<file path="src/rtl/fpg8_pkg.sv">
// Shared definitions for the CHIP-8 FX33 store-BCD path: FSM states,
// default address width and BCD digit widths.
package fpg8_pkg;

    localparam int ADDR_WIDTH_DEF = 12;
    localparam int BIN_W          = 8;
    localparam int HUND_W         = 2;
    localparam int DIGIT_W        = 4;

    typedef enum logic [2:0] {
        ST_IDLE = 3'd0,
        ST_WR_H = 3'd1,
        ST_WR_T = 3'd2,
        ST_WR_O = 3'd3,
        ST_DONE = 3'd4
    } state_t;

endpackage

</file>
<file path="src/rtl/bcd_encoder.sv">
// Combinational 8-bit binary to BCD encoder (shift-and-add-3).
// Hundreds needs only 2 bits because the input never exceeds 255.
module bcd_encoder
    import fpg8_pkg::*;
(
    input  logic [BIN_W-1:0]   i_bin,
    output logic [HUND_W-1:0]  o_hundreds,
    output logic [DIGIT_W-1:0] o_tens,
    output logic [DIGIT_W-1:0] o_ones
);

    // Layout: [17:16] hundreds, [15:12] tens, [11:8] ones, [7:0] binary.
    logic [17:0] w_shift;

    // NOTE: blocking assignments are intended here; each loop pass must see
    // the previous pass's result within the same combinational evaluation.
    always_comb begin
        w_shift = {10'd0, i_bin};
        for (int i = 0; i < BIN_W; i++) begin
            if (w_shift[11:8] >= 4'd5) begin
                w_shift[11:8] = w_shift[11:8] + 4'd3;
            end
            if (w_shift[15:12] >= 4'd5) begin
                w_shift[15:12] = w_shift[15:12] + 4'd3;
            end
            w_shift = w_shift << 1;
        end
        o_hundreds = w_shift[17:16];
        o_tens     = w_shift[15:12];
        o_ones     = w_shift[11:8];
    end

endmodule

</file>
<file path="src/rtl/bcd_store_sequencer.sv">
// FX33 sequencer: latches value/I on start, then writes hundreds, tens and
// ones to I, I+1, I+2 through the arbiter's req/grant port.
module bcd_store_sequencer
    import fpg8_pkg::*;
#(
    parameter int ADDR_WIDTH = ADDR_WIDTH_DEF,
    parameter int DATA_WIDTH = 8
) (
    input  logic                  clk,
    input  logic                  rst,
    input  logic                  start,
    input  logic [BIN_W-1:0]      value,
    input  logic [ADDR_WIDTH-1:0] base_addr,
    output logic                  busy,
    output logic                  done,
    output logic                  mem_wr_req,
    input  logic                  mem_wr_grant,
    output logic [ADDR_WIDTH-1:0] mem_addr,
    output logic [DATA_WIDTH-1:0] mem_wr_data
);

    logic [HUND_W-1:0]  w_hund;
    logic [DIGIT_W-1:0] w_tens;
    logic [DIGIT_W-1:0] w_ones;

    bcd_encoder u_bcd_encoder (
        .i_bin      (value),
        .o_hundreds (w_hund),
        .o_tens     (w_tens),
        .o_ones     (w_ones)
    );

    state_t              r_state;
    state_t              w_next_state;
    logic [DIGIT_W-1:0]  r_tens,  w_next_tens;
    logic [DIGIT_W-1:0]  r_ones,  w_next_ones;
    logic [ADDR_WIDTH-1:0] r_base, w_next_base;
    logic [ADDR_WIDTH-1:0] r_addr, w_next_addr;
    logic [DATA_WIDTH-1:0] r_data, w_next_data;

    // Hundreds goes straight into r_data on start, so it needs no own register.
    // NOTE: sequential state uses non-blocking assignments only, and every
    // register (including the data path) is cleared by the async reset.
    always_ff @(posedge clk or posedge rst) begin
        if (rst) begin
            r_state <= ST_IDLE;
            r_tens  <= '0;
            r_ones  <= '0;
            r_base  <= '0;
            r_addr  <= '0;
            r_data  <= '0;
        end else begin
            r_state <= w_next_state;
            r_tens  <= w_next_tens;
            r_ones  <= w_next_ones;
            r_base  <= w_next_base;
            r_addr  <= w_next_addr;
            r_data  <= w_next_data;
        end
    end

    // NOTE: every signal gets a hold default before the case so that no
    // branch leaves one unassigned and infers a latch.
    always_comb begin
        w_next_state = r_state;
        w_next_tens  = r_tens;
        w_next_ones  = r_ones;
        w_next_base  = r_base;
        w_next_addr  = r_addr;
        w_next_data  = r_data;

        case (r_state)
            ST_IDLE: begin
                if (start) begin
                    w_next_tens  = w_tens;
                    w_next_ones  = w_ones;
                    w_next_base  = base_addr;
                    w_next_addr  = base_addr;
                    w_next_data  = DATA_WIDTH'(w_hund);
                    w_next_state = ST_WR_H;
                end
            end
            ST_WR_H: begin
                if (mem_wr_grant) begin
                    w_next_addr  = r_base + ADDR_WIDTH'(1);
                    w_next_data  = DATA_WIDTH'(r_tens);
                    w_next_state = ST_WR_T;
                end
            end
            ST_WR_T: begin
                if (mem_wr_grant) begin
                    w_next_addr  = r_base + ADDR_WIDTH'(2);
                    w_next_data  = DATA_WIDTH'(r_ones);
                    w_next_state = ST_WR_O;
                end
            end
            ST_WR_O: begin
                if (mem_wr_grant) begin
                    w_next_addr  = '0;
                    w_next_data  = '0;
                    w_next_state = ST_DONE;
                end
            end
            ST_DONE: begin
                w_next_state = ST_IDLE;
            end
            default: begin
                w_next_state = ST_IDLE;
            end
        endcase
    end

    // Outputs decode directly from registered state, so reset drops them at once.
    assign mem_wr_req  = (r_state == ST_WR_H) || (r_state == ST_WR_T) ||
                         (r_state == ST_WR_O);
    assign busy        = (r_state != ST_IDLE);
    assign done        = (r_state == ST_DONE);
    assign mem_addr    = r_addr;
    assign mem_wr_data = r_data;

endmodule

</file>
<file path="config.mk">
export PLATFORM = sky130hd
export DESIGN_NAME = bcd_store_sequencer
export DESIGN_NICKNAME = d
export VERILOG_FILES = /design/src/rtl/fpg8_pkg.sv /design/src/rtl/bcd_encoder.sv /design/src/rtl/bcd_store_sequencer.sv
export SDC_FILE = /design/constraint.sdc
export NUM_CORES = 1
export LEC_CHECK = 0
export CORE_ASPECT_RATIO = 2
export CORE_MARGIN = 4
export CORE_UTILIZATION = 55
export CTS_BUF_LIST = sky130_fd_sc_hd__clkbuf_16
export CTS_CLUSTER_DIAMETER = 40
export DETAILED_ROUTE_END_ITERATION = 16
export HOLD_SLACK_MARGIN = 0.05
export PLACE_DENSITY = 0.87
export SYNTH_ARGS = -nofsm -noshare
export SYNTH_HDL_FRONTEND = slang
export SYNTH_SLANG_ARGS = --single-unit
</file>
<file path="constraint.sdc">
create_clock -name clk -period 5 [get_ports clk]
set_input_delay 1.25 -clock clk [delete_from_list [all_inputs] [get_ports clk]]
set_output_delay 1.25 -clock clk [all_outputs]
set_load 0.005 [all_outputs]
</file>
# Yosys cells after proc, flatten, opt, wreduce, memory -nomap -nowiden
# Index checks and enable logic that the tools add are counted.
# totals
mem_count	0
out_inout_bits	23
inputBits	24
romBits	0
latchBits	0
elab_cells	78
mem_bits_rw	0
regBits	43
# op_classes
muxes	28
addsub	15
eq_ne	8
shifts	0
div_mod_pow	0
bitwise_logic	0
n_lt_le_gt_ge	13
multipliers	0
reduce_logical	8
# ops
operator	n
two-way mux 12 bit	4
case mux 12 bit (4 select lines)	1
>= comparator 4 x 3 -> 1 bit, second input constant	11
adder 4 x 2 -> 4 bit, second input constant	8
two-way mux 4 bit	8
two-way mux 8 bit	4
case mux 8 bit (4 select lines)	1
two-way mux 3 bit	9
adder 12 x 1 -> 12 bit, second input constant	1
adder 12 x 2 -> 12 bit, second input constant	1
case mux 3 bit (4 select lines)	1
adder 3 x 2 -> 3 bit, second input constant	3
!= test 2 bit, second input constant	4
equality test 3 x 2 -> 1 bit, second input constant	2
AND reduction 5 bit	1
AND reduction 4 bit	1
nonzero test 4 bit	1
adder 1 x 2 -> 3 bit, both inputs constant	1
adder 1 x 2 -> 3 bit, second input constant	1
equality test 3 x 1 -> 1 bit, second input constant	1
equality test 3 bit, second input constant	1
>= comparator 1 x 3 -> 1 bit, both inputs constant	1
>= comparator 1 x 3 -> 1 bit, second input constant	1
logical NOT 3 bit	1
other kinds (3)	4

# Depth between registers and ports, before layout
# Gate-level depths: netlist (run 1).
# depth
depth_word	16
ltp_mapped	25
ltp_nobuf	22

# Modules after synthesis
# From an unflattened synthesis (run 1), not the netlist that was laid out.
# unflattened
hier_cells	366
area_unflattened_um2	3130.5
# modules_own_cells
module	area_per_inst_um2	cells_per_inst	n_inst	seq_area_each_um2
bcd_store_sequencer	2207.1	231	1	975.9
bcd_encoder	923.4	135	1	0.0

# Worst setup path before layout (run 1)
# No wires, ideal clock.
# synth_timing
kind	input port to flip-flop
from	in value[5]
to	reg r_ones[2]
t_arrival_ns	6.077
setup_slack_ns	-1.154
setup_ns	0.077
n_path_buf	2
path_stages	24
t_required_ns	4.923
cell_sequence	inv_1 ha_1 inv_1 ha_1 buf_6 a21oi_1 xnor2_1 ha_1 nor2b_1 or4_1 o2111a_1 inv_1 ha_1 nor2b_1 a211oi_1 or3_1 buf_2 or3_1 a32o_1 ha_1 nand2b_1 a221oi_1 mux2_2 o21ai_1
# synth_between
elab_chain_len	10
elab_cells_between_ends	15
cone_classes	add/sub: 5; order compare: 5; mux: 5
# synth_lines
element	line_no	text
start: declaration	bcd_store_sequencer.sv:12	input logic [BIN_W-1:0] value,
adder 4 x 2 -> 4 bit / >= comparator 4 x 3 -> 1 bit (equally long branches)	bcd_encoder.sv:21, bcd_encoder.sv:20	
two-way mux 4 bit (*)	bcd_encoder.sv:20	if (w_shift[11:8] >= 4'd5) begin
adder 4 x 2 -> 4 bit / >= comparator 4 x 3 -> 1 bit (equally long branches)	bcd_encoder.sv:21, bcd_encoder.sv:20	
two-way mux 4 bit (*)	bcd_encoder.sv:20	
adder 4 x 2 -> 4 bit / >= comparator 4 x 3 -> 1 bit (equally long branches)	bcd_encoder.sv:21, bcd_encoder.sv:20	
two-way mux 4 bit (*)	bcd_encoder.sv:20	
>= comparator 4 x 3 -> 1 bit / adder 4 x 2 -> 4 bit (equally long branches)	bcd_encoder.sv:20, bcd_encoder.sv:21	
two-way mux 4 bit (*)	bcd_encoder.sv:20	
adder 4 x 2 -> 4 bit / >= comparator 4 x 3 -> 1 bit (equally long branches)	bcd_encoder.sv:21, bcd_encoder.sv:20	
two-way mux 4 bit (*)	bcd_encoder.sv:20	
end signal: assignment	bcd_store_sequencer.sv:55	r_ones <= w_next_ones;
end: declaration	bcd_store_sequencer.sv:36	logic [DIGIT_W-1:0] r_ones, w_next_ones;
# Mark *: on every way between the ends. The rest lies on a longest branch, timed or not.
# A chain may end at the register's enable or synchronous reset.

# Worst setup path in the final report (run 1)
# layout_timing
from	in value[6]
to	reg r_ones[2]
# layout_between
elab_chain_len	12
elab_cells_between_ends	18
cone_classes	add/sub: 6; order compare: 6; mux: 6
# layout_lines
element	line_no
adder 4 x 2 -> 4 bit / >= comparator 4 x 3 -> 1 bit (equally long branches)	bcd_encoder.sv:21, bcd_encoder.sv:20
two-way mux 4 bit (*)	bcd_encoder.sv:20
adder 4 x 2 -> 4 bit / >= comparator 4 x 3 -> 1 bit (equally long branches)	bcd_encoder.sv:21, bcd_encoder.sv:20
two-way mux 4 bit (*)	bcd_encoder.sv:20
adder 4 x 2 -> 4 bit / >= comparator 4 x 3 -> 1 bit (equally long branches)	bcd_encoder.sv:21, bcd_encoder.sv:20
two-way mux 4 bit (*)	bcd_encoder.sv:20
>= comparator 4 x 3 -> 1 bit / adder 4 x 2 -> 4 bit (equally long branches)	bcd_encoder.sv:20, bcd_encoder.sv:21
two-way mux 4 bit (*)	bcd_encoder.sv:20
>= comparator 4 x 3 -> 1 bit / adder 4 x 2 -> 4 bit (equally long branches)	bcd_encoder.sv:20, bcd_encoder.sv:21
two-way mux 4 bit (*)	bcd_encoder.sv:20
adder 4 x 2 -> 4 bit / >= comparator 4 x 3 -> 1 bit (equally long branches)	bcd_encoder.sv:21, bcd_encoder.sv:20
two-way mux 4 bit (*)	bcd_encoder.sv:20
# Marked as above.

==> metrics, run 1 <==
Slowest cell on crit path=or4_1; Slew HR=35.33%; total die area=0.006800 mm2; Cell Chain, Critical Path=buf_12 > inv_12 > ha_4 > inv_4 > ha_4 > a21oi_4 > xnor2_2 > ha_2 > nor2b_4 > or4_1 > o2111a_2 > inv_4 > ha_4 > nor2b_4 > a211oi_4 > or3_4 > or3_4 > a32o_2 > ha_4 > nand2b_4 > a221oi_4 > mux2_4 > o21ai_2; Max FO, Critical Path=3; RePlAce Congestion=0.8812; minimum clock period=5334 ps; leakage=1.950 nW; Seq/Total Area, Yosys=32.38%; internal power=1.271 mW; Setup WS pre-CTS=-1171 ps; most area-consuming cells after synthesis=dfrtp_1 (32%), nand2_1 (11%), ha_1 (5.0%); layout cells sized above 1=25.71%; Comb power frac=57.7%; Max Clk Rate=187.5 MHz; pin count of the biggest net entering global routing=40; post-DR wirelength/cell=19.46 um; H-Tree Depth=2; Post-synth EDFFs=0; status=complete, but fails checks; sequential power share=28.8%; delay-heaviest family, CP=simple AND/OR/NAND/NOR gates; met3 WL=571 um; metal2 WL=5968 um; initial core utilization=57.62%; DRT Wirelength=10740 um; Sink Count=39; # Max-Cap Violations=0; synth-to-layout area growth=45.21%; failing checks=setup timing; Longest Clk Path Bufs=2; Final nets=530; vias per cell=6.486; Worst-Skew Late Latency=290 ps; CP Buf/Inv Count=4; Syn Area/Cell=7.611 um2; Unique masters post-synth=64; Main synth FF type=dfrtp_1; Core Region=0.005231 mm2; CP Capture Type=flop; Worst path max stage delay=410 ps; post-synth top area share=32.38%; Adder-Cell Fraction of Synth Area=4.981%; cell mode on critical path=ha_4; Ports=47; Post-Synth Simple-Gate Area=26.23%; first-pass GRT wire length=15730 um; Compound-Gate Fraction of Synth Area=25.40%; Synth Area in XOR/XNOR=1.162%; final hold slack=476.6 ps; drt drc=0; Met1 Routed Length=3281 um; vias in the first global route=3414; IO Port Bufs=42; power per cell area=505.0 mW/mm2; GRT Residual Overflow=0; Final Slew Violations=0; async set or reset register ratio after synthesis=100.0%; IR drop worst, VDD=0.0004915 V; final setup violation count=8; WP data required=5200 ps; crit path kind=input pin to flop; RSZ-0062 raised after global routing=yes; Mapped Area=0.003014 mm2; root buf cell=clkbuf_16; #FFs+latches synth=39; Startpoint Class=input pin; sw power=0.9389 mW; final setup margin=-333.5 ps; initial DRC count=257; initial antenna violation count=0; skew final=3.729 ps; mux contribution to synthesized area=3.570%; final hold viol count=0; Critical Path AT=5530 ps; drt first pass iters=8; Detailed Place HPWL=6733 um; CTS buffer count=5; die width=60.35 um; cell accounting for the most synthesized area=dfrtp_1; n_diodes=0; total track usage=30.25%; Post-Syn Instances=396; Core Rows=37; worst min path class=flop to flop; ANT nets after route=0; ratio of final minimum period to clock period=106.7%; R2R Setup Slk=2470 ps; part of the power in the clock network=13.6%; Ys Warns=0; DR top layer=met4; CTS tree=built; Filler Cell Count=311; sw frac=42.48%; largest family of logic cells by synthesized area=simple AND/OR/NAND/NOR gates; die extent in y=112.7 um; clock transition at the registers of the reported paths=50 ps; worst slew pin tran=967.8 ps; Vias=3580
-- what timing repair did --
action                                  4_1_cts  5_1_grt
gates cloned                                  1        0
setup buffers                                10        9
endpoints found under the hold margin         0        0
resized for setup                            28       19
endpoints found under the setup margin        8        8
pin swaps                                    18       17
hold buffers                                  0        0
-- synth_stat cells, types with 2 or more instances --
| cell type | count |
|---|---|
| and3_1 | 4 |
| nand4_1 | 2 |
| a211oi_1 | 2 |
| nor4_1 | 4 |
| o21bai_1 | 3 |
| or4_1 | 3 |
| inv_1 | 14 |
| or3_1 | 3 |
| nor3_1 | 10 |
| o221ai_1 | 2 |
| nor2b_1 | 4 |
| nor3b_1 | 2 |
| buf_4 | 5 |
| mux2i_1 | 7 |
| a221oi_1 | 3 |
| a31oi_1 | 4 |
| and2_1 | 2 |
| nand2b_1 | 5 |
| nor2_1 | 31 |
| a21oi_1 | 29 |
| nand3_1 | 4 |
| nand3b_1 | 4 |
| o211ai_1 | 6 |
| ha_1 | 12 |
| xnor2_1 | 4 |
| a21o_1 | 2 |
| dfrtp_1 | 39 |
| o21a_1 | 4 |
| o22ai_1 | 7 |
| o31ai_1 | 5 |
| clkbuf_1 | 20 |
| nand2_1 | 86 |
| a22oi_1 | 7 |
| mux2_2 | 2 |
| or2_2 | 3 |
| o21ai_0 | 23 |
| o21ai_1 | 2 |
-- routing by layer --
metal | vias to the layer above | track usage (%)
met4 | 0 | 20.71
met1 | 1655 | 27.07
met2 | 235 | 57.51
met5 | - | 0
met3 | 86 | 3.653
li1 | 1604 | -
-- state kept, by name, indices dropped and copies added (netlist names) --
signal / count
r_tens: 4
r_base: 12
mem_addr: 12
r_ones: 4
mem_wr_data: 4
r_state: 3
-- worst register-to-register path: stages (launching register included) --
cell	delay, ps
dfrtp_1	560
nor2_1	200
or2_2	210
clkinv_1	220
nand2_1	230
inv_1	100
nor2_1	620
o21ai_0	220
-- power groups by stage --
| stage | sequential (mW) | clock, mW | combinational (mW) |
|---|---|---|---|
| final | 0.636 | 0.300 | 1.27 |
| after CTS | 0.628 | 0.302 | 1.21 |
| after detailed placement | 0.633 | 0 | 1.14 |
| after global placement | 0.625 | 0 | 1.10 |
| after global routing | 0.654 | 0.315 | 1.39 |
| after floorplan | 0.560 | 0 | 0.759 |
-- metrics by stage --
step	total power, mW	area (um2)	instances	setup TNS (ps)	utilization, %
after global routing	2.359	4377	552	-2809	83.66
after floorplan	1.319	3201	399	-2414	-
after global placement	1.727	3966	527	-6988	75.82
after CTS	2.135	4255	545	-1905	81.34
after detailed placement	1.773	3966	527	-8566	75.82
final	2.210	4377	552	-1552	83.66
-- logic make-up (layout without fill, tap and decap cells) --
group,count (synthesis),in the layout
adder cells (fa/ha/maj),12,12
multiplexers,10,10
XOR/XNOR,4,4
buffers and inverters,42,137
other,1,4
AND/OR/NAND/NOR,172,172
flip-flops,39,39
AO/OA/AOI/OAI,116,116
-- area by class of cell --
class | instances | area, um2 | area share (%)
Inverter | 15 | 86.33 | 1.973
Clock buffer | 5 | 125.1 | 2.859
Tap cell | 58 | 72.57 | 1.658
Multi-Input combinational cell | 318 | 2101 | 48.00
Clock inverter | 2 | 8.758 | 0.2001
Sequential cell | 39 | 975.9 | 22.30
Timing Repair Buffer | 115 | 1007 | 23.01
-- cells in the final DEF, fill, tap and decap left out, drive strengths merged, types with 5 or more instances in the layout --
| master | instances |
|---|---|
| o211ai | 6 |
| nand2b | 5 |
| nor3 | 10 |
| a22oi | 7 |
| a21oi | 30 |
| nor2 | 31 |
| o22ai | 7 |
| nand2 | 86 |
| o21ai | 25 |
| clkbuf | 5 |
| inv | 14 |
| mux2i | 7 |
| dfrtp | 39 |
| ha | 12 |
| o31ai | 5 |
| clkdlybuf4s50 | 39 |
| buf | 75 |
-- worst paths after layout --
| path | startpoint | to | depth (start not counted) |
|---|---|---|---|
| min in group asynchronous | rst | mem_addr[3]$_DFFE_PP0P_ | 3 |
| hold reg to reg | mem_addr[2]$_DFFE_PP0P_ | mem_addr[2]$_DFFE_PP0P_ | 2 |
| setup reg to reg | r_state[0]$_DFFE_PP0P_ | mem_addr[0]$_DFFE_PP0P_ | 7 |
| max in group asynchronous | rst | mem_addr[4]$_DFFE_PP0P_ | 3 |
| setup / recovery | value[6] | r_ones[2]$_DFFE_PP0P_ | 23 |
| hold / removal | mem_addr[2]$_DFFE_PP0P_ | mem_addr[2]$_DFFE_PP0P_ | 2 |
Power figures use the tool's default switching activity.
==> run 2, diff against run 1 <==
--- a/config.mk
+++ b/config.mk
@@ -5,12 +5,14 @@
 export SDC_FILE = /design/constraint.sdc
 export NUM_CORES = 1
 export LEC_CHECK = 0
+export CAP_MARGIN = 40
 export CORE_ASPECT_RATIO = 2
 export CORE_MARGIN = 4
 export CORE_UTILIZATION = 55
 export CTS_BUF_LIST = sky130_fd_sc_hd__clkbuf_16
-export CTS_CLUSTER_DIAMETER = 40
+export CTS_CLUSTER_DIAMETER = 50
 export DETAILED_ROUTE_END_ITERATION = 16
+export GPL_TIMING_DRIVEN = 1
 export HOLD_SLACK_MARGIN = 0.05
 export PLACE_DENSITY = 0.87
 export SYNTH_ARGS = -nofsm -noshare
==> run 2 against run 1 <==
Cell count is 0.18% higher. Setup slack worse by 46 ps. Critical path type unchanged. Routed wire length is 3.1% higher. Largest power group unchanged. Sequential share of layout area is 0.13 points lower. The run still ends with setup timing left. Highest routed layer unchanged. Critical endpoint unchanged. Die area stayed put.
==> metrics, run 2 (same netlist as run 1, synthesis figures left out) <==
status=complete, but fails checks; failing checks=setup timing; delay-heaviest family, CP=simple AND/OR/NAND/NOR gates; Detailed Place HPWL=6809 um (+1.1%); ratio of final minimum period to clock period=107.6% (+0.93 points); final setup violation count=8 (unchanged); part of the power in the clock network=13.3% (-0.3 points); IR drop worst, VDD=0.0004728 V (-3.8%); final hold viol count=0 (unchanged); minimum clock period=5380 ps (+46.27 ps); Max Clk Rate=185.9 MHz (-0.86%); Longest Clk Path Bufs=2 (unchanged); sw power=0.9780 mW (+4.2%); Worst path max stage delay=530 ps (+120 ps); setup TNS=-2094 ps (-541.6 ps); total die area=0.006800 mm2 (unchanged); leakage=1.956 nW (+0.27%); initial core utilization=57.62% (unchanged); hold buffers post-CTS=0 (unchanged); vias per cell=6.458 (-0.43%); crit path kind=input pin to flop; clock transition at the registers of the reported paths=50 ps (about the same); Comb power frac=58.4% (+0.7 points); Core Region=0.005231 mm2 (unchanged); Critical Path AT=5590 ps (+60 ps); IO Port Bufs=42 (unchanged); synth-to-layout area growth=46.08%; final setup margin=-379.8 ps (-46.27 ps); die extent in y=112.7 um (unchanged); Ports=47 (unchanged); post-DR wirelength/cell=20.03 um (+3.0%); drt drc=0 (unchanged); layout cells sized above 1=25.86% (+0.15 points); worst min path class=flop to flop; initial DRC count=355 (+38%); Final nets=531 (+0.19%); CP Buf/Inv Count=3 (-1); # Max-Cap Violations=0 (unchanged); Cell Chain, Critical Path=dlygate4sd2_1 > buf_4 > a21oi_4 > xnor2_2 > ha_2 > nor2b_4 > or4_1 > o2111a_2 > inv_4 > ha_4 > nor2b_4 > a211oi_4 > or3_1 > or3_1 > a32o_2 > ha_4 > nand2b_4 > a221oi_4 > mux2_4 > o21ai_2; DRT Wirelength=11080 um (+3.1%); power per cell area=513.1 mW/mm2 (+1.6%); Worst-Skew Late Latency=290 ps (about the same); Core Rows=37 (unchanged); first-pass GRT wire length=16010 um (+1.8%); vias in the first global route=3471 (+1.7%); RePlAce Congestion=0.8812 (unchanged); Vias=3571 (-0.25%); skew final=3.624 ps (-0.1047 ps); Final Slew Violations=0 (unchanged); Sink Count=39 (unchanged); WP data required=5210 ps (about the same); drt first pass iters=5 (-3); CTS tree=built; pin count of the biggest net entering global routing=40 (unchanged); ANT nets after route=0 (unchanged); Setup WS pre-CTS=-1147 ps (+23.81 ps); sequential power share=28.3% (-0.5 points); Slew HR=46.76% (+11 points); n_diodes=0 (unchanged); Slowest cell on crit path=or4_1; sw frac=43.29% (+0.81 points); most common cell after layout, fill and taps aside=nand2_1; CTS buffer count=5 (unchanged); RSZ-0062 raised after global routing=yes; Max FO, Critical Path=6 (+3); CP Capture Type=flop; initial antenna violation count=0 (unchanged); worst slew pin tran=795.7 ps (-172.1 ps); H-Tree Depth=2 (unchanged); GRT Residual Overflow=0 (unchanged); total track usage=30.83% (+0.58 points); internal power=1.281 mW (+0.79%); most frequent cells in the layout=nand2_1 (86), buf_4 (66), clkdlybuf4s50_1 (39), dfrtp_1 (39), nor2_1 (30); die width=60.35 um (unchanged); root buf cell=clkbuf_16; Startpoint Class=input pin
run 2: layout make-up:
cell class / count / area, um2
Multi-Input combinational cell: 318 / 2117
Timing Repair Buffer: 116 / 1017
Sequential cell: 39 / 975.9
Fill cell: 297 / 828.3
Clock buffer: 5 / 125.1
Inverter: 15 / 86.33
Tap cell: 58 / 72.57
Clock inverter: 2 / 8.758
run 2: layer usage:
metal	share of wire, %	track usage [%]	vias to the layer above	routed length (um)
met5	0	0	-	0
met4	6.7	19.82	0	747
met3	5.3	3.881	81	592
met2	56	57.44	209	6168
met1	32	29.29	1679	3570
li1	-	-	1602	-
run 2: power groups by stage:
stage	Combinational, mW	Clock, mW	Sequential (mW)
global placement	1.10	0	0.625
finish	1.32	0.301	0.640
CTS	1.22	0.299	0.629
global route	1.43	0.313	0.656
detailed placement	1.15	0	0.632
floorplan	0.759	0	0.560
run 2: per-stage QoR:
stage / area, um2 / utilization (%) / power, mW / hold WS [ps] / instances
after global routing: 4403 / 84.17 / 2.399 / 503.0 / 553
after floorplan: 3201 / - / 1.319 / 440.3 / 399
after CTS: 4280 / 81.82 / 2.151 / 470.9 / 547
after global placement: 3966 / 75.82 / 1.727 / 459.6 / 527
after detailed placement: 3981 / 76.11 / 1.785 / 457.7 / 528
final: 4403 / 84.17 / 2.259 / 474.1 / 553
run 2: worst register-to-register path, stage by stage (launching register included):
cell and delay [ps]:
dfrtp_1 570, nor2_1 210, or2_2 240, clkinv_1 240, nand2_1 250, inv_1 110, nor2_1 620, o21ai_0 230
run 2: worst paths after layout:
path | slack, ps | end | startpoint | cells past startpoint
min in group asynchronous | 1380 | mem_addr[5]$_DFFE_PP0P_ | rst | 3
max in group asynchronous | 3270 | r_base[6]$_DFFE_PP0P_ | rst | 3
setup reg to reg | 2380 | mem_addr[0]$_DFFE_PP0P_ | r_state[0]$_DFFE_PP0P_ | 7
hold reg to reg | 470 | r_ones[0]$_DFFE_PP0P_ | r_ones[0]$_DFFE_PP0P_ | 2
hold / removal | 470 | r_ones[0]$_DFFE_PP0P_ | r_ones[0]$_DFFE_PP0P_ | 2
setup / recovery | -380 | r_ones[2]$_DFFE_PP0P_ | value[7] | 20
run 2: repair_timing:
action                     in CTS  in global routing
cloned                          1                  0
resized for setup              29                 19
setup buffers                  11                  8
pin swaps                      25                 23
setup endpoints to repair       8                  8
